[config.mk]
export PLATFORM = sky130hd
export DESIGN_NAME = level_frame_tx
export DESIGN_NICKNAME = d
export VERILOG_FILES = /design/src/rtl/level_frame_tx.sv
export SDC_FILE = /design/constraint.sdc
export NUM_CORES = 1
export LEC_CHECK = 0
export BUFFER_PORTS_ARGS = -buffer_cell sky130_fd_sc_hd__buf_4
export CORE_UTILIZATION = 47
export DETAILED_ROUTE_END_ITERATION = 8
export PLACE_DENSITY = 0.75
export RECOVER_POWER = 50
export SETUP_SLACK_MARGIN = 0.02
export SLEW_MARGIN = 5
export SYNTH_ARGS = -nofsm -noshare
export SYNTH_HDL_FRONTEND = slang
export SYNTH_SLANG_ARGS = --single-unit
[constraint.sdc]
create_clock -name clk -period 1.9 [get_ports clk]
set_clock_uncertainty 0.05 [all_clocks]
set_input_delay 0.19 -clock clk [delete_from_list [all_inputs] [get_ports clk]]
set_output_delay 0.19 -clock clk [all_outputs]
set_load 0.03 [all_outputs]
[src/rtl/level_frame_tx.sv]
// level_frame_tx: serial command-frame transmitter for the master-to-slave MMC link.
// Packs three phase level requests, the current signs, the frequency select and the
// gate-block bit into one idle-high UART-style frame:
//   start(0) | P[0]..P[14] (LSB first) | even parity over P | STOP_BITS x 1.
// Handshake: a command moves when in_valid && in_ready are both high at a rising clk edge.
// in_ready depends only on the FSM state, never on in_valid. A command with any level
// above 4 is dropped, and cmd_err pulses for one cycle.
module level_frame_tx #(
  parameter int CLKS_PER_BIT = 50,
  parameter int STOP_BITS    = 2
) (
  input  logic       clk,
  input  logic       rst,
  input  logic [2:0] va_level,
  input  logic [2:0] vb_level,
  input  logic [2:0] vc_level,
  input  logic [2:0] sign_i,
  input  logic [1:0] sel,
  input  logic       sw_block,
  input  logic       in_valid,
  output logic       in_ready,
  output logic       tx,
  output logic       busy,
  output logic       frame_done,
  output logic       cmd_err,
  output logic [2:0] state_dbg
);

  typedef enum logic [2:0] {
    IDLE   = 3'd0,
    START  = 3'd1,
    DATA   = 3'd2,
    PARITY = 3'd3,
    STOP   = 3'd4
  } state_t;

  localparam logic [15:0] BAUD_LAST = 16'(CLKS_PER_BIT - 1);
  localparam logic [3:0]  DATA_LAST = 4'd14;
  localparam logic [3:0]  STOP_LAST = 4'(STOP_BITS - 1);

  state_t      state, state_n;
  logic [15:0] baud_cnt, baud_n;
  logic [3:0]  bit_idx, bit_n;
  logic [14:0] shreg, shreg_n;
  logic        parity, parity_n;
  logic        tx_q, tx_n;
  logic        done_q, done_n;
  logic        err_q, err_n;

  logic [14:0] payload;
  logic        levels_ok;
  logic        bit_end;

  assign payload   = {sw_block, sel, sign_i, vc_level, vb_level, va_level};
  assign levels_ok = (va_level <= 3'd4) && (vb_level <= 3'd4) && (vc_level <= 3'd4);
  assign bit_end   = (baud_cnt == BAUD_LAST);

  assign in_ready   = (state == IDLE);
  assign busy       = (state != IDLE);
  assign tx         = tx_q;
  assign frame_done = done_q;
  assign cmd_err    = err_q;
  assign state_dbg  = state;

  // State and datapath registers; reset aborts any frame in flight.
  always_ff @(posedge clk) begin
    if (rst) begin
      state    <= IDLE;
      baud_cnt <= '0;
      bit_idx  <= '0;
      shreg    <= '0;
      parity   <= 1'b0;
      tx_q     <= 1'b1;
      done_q   <= 1'b0;
      err_q    <= 1'b0;
    end else begin
      state    <= state_n;
      baud_cnt <= baud_n;
      bit_idx  <= bit_n;
      shreg    <= shreg_n;
      parity   <= parity_n;
      tx_q     <= tx_n;
      done_q   <= done_n;
      err_q    <= err_q ? 1'b0 : err_n;
    end
  end

  // Next-state logic: tx_n only changes when a bit period ends (or on accept).
  always_comb begin
    state_n  = state;
    baud_n   = baud_cnt;
    bit_n    = bit_idx;
    shreg_n  = shreg;
    parity_n = parity;
    tx_n     = tx_q;
    done_n   = 1'b0;
    err_n    = 1'b0;

    if (state != IDLE) begin
      baud_n = bit_end ? 16'd0 : baud_cnt + 16'd1;
    end

    case (state)
      IDLE: begin
        baud_n = '0;
        bit_n  = '0;
        tx_n   = 1'b1;
        if (in_valid) begin
          if (levels_ok) begin
            state_n  = START;
            shreg_n  = payload;
            parity_n = ^payload;
            tx_n     = 1'b0;
          end else begin
            err_n = 1'b1;
          end
        end
      end
      START: begin
        if (bit_end) begin
          state_n = DATA;
          bit_n   = '0;
          tx_n    = shreg[0];
          shreg_n = {1'b0, shreg[14:1]};
        end
      end
      DATA: begin
        if (bit_end) begin
          if (bit_idx == DATA_LAST) begin
            state_n = PARITY;
            bit_n   = '0;
            tx_n    = parity;
          end else begin
            bit_n   = bit_idx + 4'd1;
            tx_n    = shreg[0];
            shreg_n = {1'b0, shreg[14:1]};
          end
        end
      end
      PARITY: begin
        if (bit_end) begin
          state_n = STOP;
          bit_n   = '0;
          tx_n    = 1'b1;
        end
      end
      STOP: begin
        if (bit_end) begin
          if (bit_idx == STOP_LAST) begin
            state_n = IDLE;
            bit_n   = '0;
            done_n  = 1'b1;
          end else begin
            bit_n = bit_idx + 4'd1;
          end
        end
      end
      default: begin
        state_n = IDLE;
        tx_n    = 1'b1;
      end
    endcase
  end

endmodule

==> impl_metrics.yaml, run 1 <==
synthesis:
  synth_mux_area_share_pct: 0.427
  async_flop_share_pct: 0
  synthAdderAreaFrac_pct: 2.62
  synth_area_per_cell_um2: 8.58
  synth_ff_type: "dfxtp_1"
  synth_common_cells: "dfxtp_1, a21oi_1, nand2_1, nor2_1, o21ai_0"
  synth_top_family_by_area: "simple AND/OR/NAND/NOR gates"
  synth.distinct_cells: 54
  synth_fp_nets: 295
  ys_top_cells_by_area: "dfxtp_1, xnor2_1, a21oi_1"
  synthSimpleGateAreaFrac_pct: 23.5
  synth_top_area_share_pct: 35.9
  synth_xor_area_share_pct: 8.97
  synth-seq-area-share_pct: 35.9
  synth_cells: 273
  synth_top_area_cell: "dfxtp_1"
  synth_compound_area_share_pct: 22.7
  yosysWarnings: 0
  synth-seq-cells: 42
  netlist_area_um2: 2340
  synth_edf_count: 0
  synth.most_common_cell: "dfxtp_1"
placed_design:
  placed_cells: 377
  port-buffer-count: 25
  pre_cts_ws_ps: -63.8
  place_hpwl_um: 3840
  place_congestion: 0.779
clock_tree:
  cts_tree: "done"
  clockBufferDepth: 2
  clk_latency_ps: 290
  cts_sinks: 42
  numCtsBuffers: 5
  cts.reportedPaths.clkPinSlew_ps: 80
  cts-root-buf: "clkbuf_8"
  ctsHoldBuffers: 0
  htree_levels: 2
floorplanning:
  start_util_pct: 49.3
  ios: 26
  fp.dieArea_um2: 5270
  chipHeight_um: 72.6
  rows: 25
  coreArea_um2: 4750
  die_w_um: 72.6
power_and_ir_drop:
  vdd_drop_max_mv: 0.555
  power_density_nw_per_um2: 789
  power_leakage_uw: 0.00100
  power_uw: 2280
final_layout:
  fillers: 425
  fin_nets: 340
  layout-drive-gt1-share_pct: 28.8
  fin_cells: 386
  diodes: 0
  area_growth_pct: 23.2
worst_hold_path:
  hold_start: "in_valid"
  holdPathStages: 3
  hold_path_class: "input port to register"
  min_to: "cmd_err"
run_status:
  status: "complete, no violations"
timing:
  rsz0062_at_grt: "yes"
  tightest_slew_ps: 495
  relSlewSlack_pct: 66.8
  period_minus_slack_ps: 1890
  maxSlewViolCount: 0
  fin_ws_ps: 12.5
  hold_viol_final: 0
  period_share_pct: 99.3
  setup_viol: 0
  clock.fmax_mhz: 530
  hold_slack_ps: 107
worst_setup_path:
  cp-end-kind: "register"
  reg2reg_depth: 7
  worstReg2RegStart: "baud_cnt[1]"
  cp.arrival_ps: 2050
  worstSetupPathType: "register to register"
  rrSetupSlack_ps: 10
  startpoint_type: "register"
  reg2reg_to: "bit_idx[3]"
  crit_buf_inv: 1
  critPathMaxStageDelay_ps: 350
  slowest_stage: "or3_4"
  path_cells: "inv_2, ha_4, and4bb_2, nand4_4, maj3_2, or3_4, o32ai_2"
  critical_path.top_delay_family: "simple AND/OR/NAND/NOR gates"
  critPathMaxFanout: 3
  cp.required_ps: 2060
detailed_routing:
  drc_errors: 0
  viasPerCell: 5.47
  routedWlPerCell_um: 13.6
  dr_total_vias: 2110
  drt-initial-drc-count: 121
  final_antenna_net_count: 0
  drt_wl_total_um: 5240
  drt_pre_antenna_iters: 4
grt:
  antenna_found_initial: 0
  grt.total_usage_pct: 20.9
  grt_max_degree: 33
  grt_overflow: 0
  grt_pass1_wl_um: 8650
  grt_pass1_vias: 1910
run:
  timing.max_cap.violations: 0
## registers in the layout (all words and copies together), names as in the netlist
register    cells
bit_idx         4
tx              1
shreg          15
state_dbg       3
baud_cnt       16
parity          1
cmd_err         1
frame_done      1
## through the flow
step	utilization (%)	setup TNS, ps	area, um^2
6_report	60.7	0	2890
5_1_grt	60.7	-699	2890
4_1_cts	60.7	-16.3	2890
3_5_place_dp	58.7	-63.8	2790
3_3_place_gp	58.7	-15.6	2790
2_1_floorplan	-	-492	2410
## layout by cell type, fill, tap and decap left out, types with 2 or more instances in the layout
cell | Yosys | final
dfxtp_2 | 0 | 4
clkbuf_1 | 9 | 6
xnor2_1 | 15 | 15
buf_4 | 0 | 45
nand2b_1 | 3 | 3
nor4_1 | 4 | 4
o32ai_1 | 2 | 2
xor2_1 | 9 | 9
buf_6 | 3 | 2
ha_1 | 4 | 3
nand3_1 | 7 | 7
nand2_1 | 24 | 24
a211oi_1 | 2 | 2
dfxtp_4 | 0 | 2
a21oi_1 | 24 | 24
and2b_2 | 2 | 2
o21ai_1 | 1 | 2
nand4_1 | 4 | 4
a311oi_1 | 7 | 7
nor3_1 | 4 | 3
or2_2 | 2 | 2
or3_1 | 9 | 9
inv_1 | 12 | 10
a311oi_2 | 7 | 7
o21ai_0 | 22 | 21
dfxtp_1 | 42 | 36
clkbuf_2 | 0 | 3
nor2_1 | 22 | 21
clkbuf_8 | 0 | 6
## cells by family after synthesis
kind of cell               count (synthesis)
buffers and inverters                     29
adders and majority gates                  5
DFF                                       42
AOI/OAI and AO/OA                         75
and+or+nand+nor                           97
xor gates and xnor gates                  24
muxes                                      1
## timing repair
action,4_1_cts,5_1_grt
buffers inserted,1,0
pin swaps,2,8
gates cloned,0,0
gates resized for setup,0,9
setup endpoints to repair,3,20
## power by group
part / switching [uW] / leakage (uW) / internal (uW) / total, uW
clock: 297 / 0.0000482 / 293 / 590
sequential: 55.3 / 0.000345 / 965 / 1020
combinational: 385 / 0.000607 / 281 / 666
## final cells by class
| type | count | area (um^2) | share of cell area (%) |
|---|---|---|---|
| Timing Repair Buffer | 55 | 394 | 13.7 |
| Tap cell | 67 | 83.8 | 2.90 |
| Clock inverter | 1 | 5.00 | 0.173 |
| Sequential cell | 42 | 853 | 29.6 |
| Inverter | 12 | 46.3 | 1.60 |
| Multi-Input combinational cell | 202 | 1420 | 49.1 |
| Clock buffer | 7 | 86.3 | 2.99 |
## how the worst max path moves through the flow
stage	start	end	slack [ps]	cells past startpoint
after CTS	baud_cnt[1]	bit_idx[3]	-20	7
after detailed placement	baud_cnt[1]	bit_idx[3]	-60	7
after floorplan	state_dbg[0]	shreg[8]	-60	9
final	baud_cnt[1]	bit_idx[3]	10	7
after global placement	baud_cnt[1]	bit_idx[3]	-20	7
after global routing	baud_cnt[1]	bit_idx[3]	-80	7
## metal layers
metal | track usage (%) | up-vias | routed length, um
li1 | - | 1070 | -
met1 | 28.4 | 995 | 2510
met2 | 32.3 | 36 | 2470
met3 | 5.52 | 9 | 188
met4 | 6.97 | 0 | 72
met5 | 0 | - | 0
## worst min-delay path, stage by stage
cell	delay (ps)
buf_4	130
nand2_1	50
nor4_1	40
Power figures use the tool's default switching activity.
==> run 2, diff against run 1 <==
--- a/config.mk
+++ b/config.mk
@@ -5,10 +5,11 @@
 export SDC_FILE = /design/constraint.sdc
 export NUM_CORES = 1
 export LEC_CHECK = 0
+export ABC_AREA = 1
 export BUFFER_PORTS_ARGS = -buffer_cell sky130_fd_sc_hd__buf_4
 export CORE_UTILIZATION = 47
 export DETAILED_ROUTE_END_ITERATION = 8
-export PLACE_DENSITY = 0.75
+export PLACE_DENSITY = 0.74
 export RECOVER_POWER = 50
 export SETUP_SLACK_MARGIN = 0.02
 export SLEW_MARGIN = 5
==> run 2 against run 1 <==
First-iteration DRC count grew 25%. Combinational power grew to 3.4 times the previous value. Clock-buffer cell count is the same. Setup slack gained 180 ps. Synthesized area grew 13%. Critical path type unchanged. Critical endpoint is now shreg[0]. Flip-flop and latch count is the same. Highest routed layer unchanged. Hold slack lost 20 ps. Maximum frequency grew 10%.
==> impl_metrics.yaml, run 2 <==
floorplanning:
  die_w_um: 77.1
  rows: 26
  start_util_pct: 50.3
  ios: 26
  chipHeight_um: 77.1
  coreArea_um2: 5270
  fp.dieArea_um2: 5950
grt:
  grt_overflow: 0
  grt_pass1_vias: 2252
  grt_max_degree: 31
  grt_pass1_wl_um: 9250
  antenna_found_initial: 0
  grt.total_usage_pct: 19.3
timing:
  tightest_slew_ps: 501
  clock.fmax_mhz: 585
  hold_viol_final: 0
  period_minus_slack_ps: 1710
  rsz0062_at_grt: "no"
  maxSlewViolCount: 0
  fin_tns_setup_ps: 0
  period_share_pct: 90.0
  relSlewSlack_pct: 66.5
  fin_ws_ps: 190
  setup_viol: 0
worst_setup_path:
  startpoint_type: "register"
  cp.required_ps: 2090
  reg2reg_depth: 10
  rrSetupSlack_ps: 190
  critPathMaxFanout: 30
  worstReg2RegStart: "state_dbg[1]"
  cp.arrival_ps: 1900
  worstSetupPathType: "register to register"
  cp-end-kind: "register"
  reg2reg_to: "shreg[0]"
final_layout:
  top_regs: "baud_cnt (16), shreg (15), bit_idx (4)"
  final_common_cell: "nand2_1"
  fillers: 546
  seqCellArea_um2: 841
  fin_nets: 497
  largest_register: "baud_cnt"
  layout-drive-gt1-share_pct: 9.45
  mostFrequentLayoutCells: "nand2_1, nor2_1, inv_1"
  fin_cells: 546
  fin_area_um2: 2950
  area_growth_pct: 11.3
  largest_reg_flops: 16
  multi_input_area_um2: 1470
  diodes: 0
clock_tree:
  numCtsBuffers: 5
  cts-root-buf: "clkbuf_8"
  clockBufferDepth: 2
  cts.reportedPaths.clkPinSlew_ps: 70
  clk_latency_ps: 290
  cts_tree: "done"
  htree_levels: 2
  cts_sinks: 42
synthesis:
  synth.most_common_cell: "nand2_1"
  synth_cells: 449
  synth_ff_type: "dfxtp_1"
  netlist_area_um2: 2650
  synth_edf_count: 0
  synth-seq-area-share_pct: 31.7
  yosysWarnings: 0
  ys_top_cells_by_area: "dfxtp_1, nand2_1, nor2_1"
  synth_fp_nets: 471
  synth_area_per_cell_um2: 5.90
  synth_top_area_share_pct: 31.7
  synth_common_cells: "nand2_1, nor2_1, inv_1, dfxtp_1, nand3_1"
  synth-seq-cells: 42
  async_flop_share_pct: 0
  synth.distinct_cells: 31
  synth_top_area_cell: "dfxtp_1"
power_and_ir_drop:
  clockPowerShare_pct: 16.3
  p_int_uw: 2210
  combPwrFrac_pct: 53.5
  power_leakage_uw: 0.00150
  vdd_drop_max_mv: 0.862
  power_density_nw_per_um2: 1420
  power_frac_seq_pct: 30.1
  switchingPower_uw: 1990
  switching_share_pct: 47.4
placed_design:
  pre_cts_ws_ps: 231
  placed_area_um2: 2880
  place_congestion: 0.840
  port-buffer-count: 25
  placed_cells: 537
  place_hpwl_um: 4100
worst_hold_path:
  min_to: "bit_idx[3]"
  hold_path_class: "input port to register"
  holdPathStages: 2
  hold_start: "rst"
detailed_routing:
  routedWlPerCell_um: 10.0
  final_antenna_net_count: 0
  drt-initial-drc-count: 151
  dr_total_vias: 2626
  viasPerCell: 4.81
  drt_pre_antenna_iters: 4
  drc_errors: 0
  drt_wl_total_um: 5460
run:
  timing.max_cap.violations: 0
run_status:
  status: "complete, no violations"
## run 2: cell count changes after synthesis, moves of 5 or more
cell,delta
nand2_1,+130
nor2_1,+59
nand3_1,+17
a311oi_1,-7
inv_1,+49
clkbuf_1,-8
or3_1,-9
a21oi_1,-14
a311oi_2,-7
xnor2_1,-15
inv_2,+5
## run 2: power groups by stage
stage | Sequential (uW) | Clock, uW | Combinational (uW)
after floorplan | 1340 | 0 | 1860
after global placement | 1290 | 0 | 2240
after detailed placement | 1290 | 0 | 2290
after CTS | 1270 | 709 | 2310
after global routing | 1300 | 740 | 2580
final | 1260 | 684 | 2250
## run 2: layout make-up
class	count	share of cell area, %
sequential	42	28.5
multi-input combinational	330	49.8
clock buffer	7	2.59
tap	70	2.97
timing repair buffer	30	6.74
clock inverter	1	1.02
inverter	66	8.40
## run 2: worst max-delay path by stage
| stage | startpoint | endpoint | slack, ps | cells past startpoint |
|---|---|---|---|---|
| 6_report | state_dbg[1] | shreg[0] | 190 | 10 |
| 5_1_grt | state_dbg[1] | shreg[3] | 60 | 10 |
| 4_1_cts | state_dbg[1] | shreg[0] | 210 | 10 |
| 3_5_place_dp | state_dbg[1] | shreg[2] | 230 | 9 |
| 3_3_place_gp | state_dbg[1] | shreg[2] | 250 | 9 |
| 2_1_floorplan | state_dbg[1] | shreg[10] | 80 | 9 |
## run 2: cell families after synthesis
logic type                 Yosys count  synth area share, %
AOI/OAI and AO/OA                   39                 8.26
xor gates and xnor gates             5                 1.65
adders and majority gates            4                 1.89
buffers and inverters               77                 12.4
DFF                                 42                 31.7
and+or+nand+nor                    282                 44.1
## run 2: what timing repair did
action | in CTS | in global routing
hold buffers | 0 | 0
gates resized for setup | 0 | 1
endpoints found under the setup margin | 0 | 1
buffers inserted | 0 | 1
## run 2: critical path: stages, from the launching register on
cell and delay [ps]:
dfxtp_1 390, nor2_1 170, inv_2 70, nor2_4 150, inv_2 110, a21oi_2 160, nand3_2 80, buf_4 220
nand2_1 90, nand2_1 50, nor2_1 100
## run 2: layer usage
layer	vias up	wire length, um	GRT usage (%)
met5	-	0	0
met4	0	61	7.74
met3	7	229	3.21
met2	61	2430	32.8
met1	1134	2740	24.0
li1	1424	-	-
## run 2: metrics by stage
| step | power (uW) | hold slack (ps) | utilization [%] |
|---|---|---|---|
| floorplan | 3200 | 209 | - |
| global placement | 3530 | 389 | 54.6 |
| detailed placement | 3580 | 387 | 54.6 |
| CTS | 4290 | 78.2 | 56.6 |
| global route | 4620 | 73.6 | 56.0 |
| finish | 4190 | 86.8 | 56.0 |
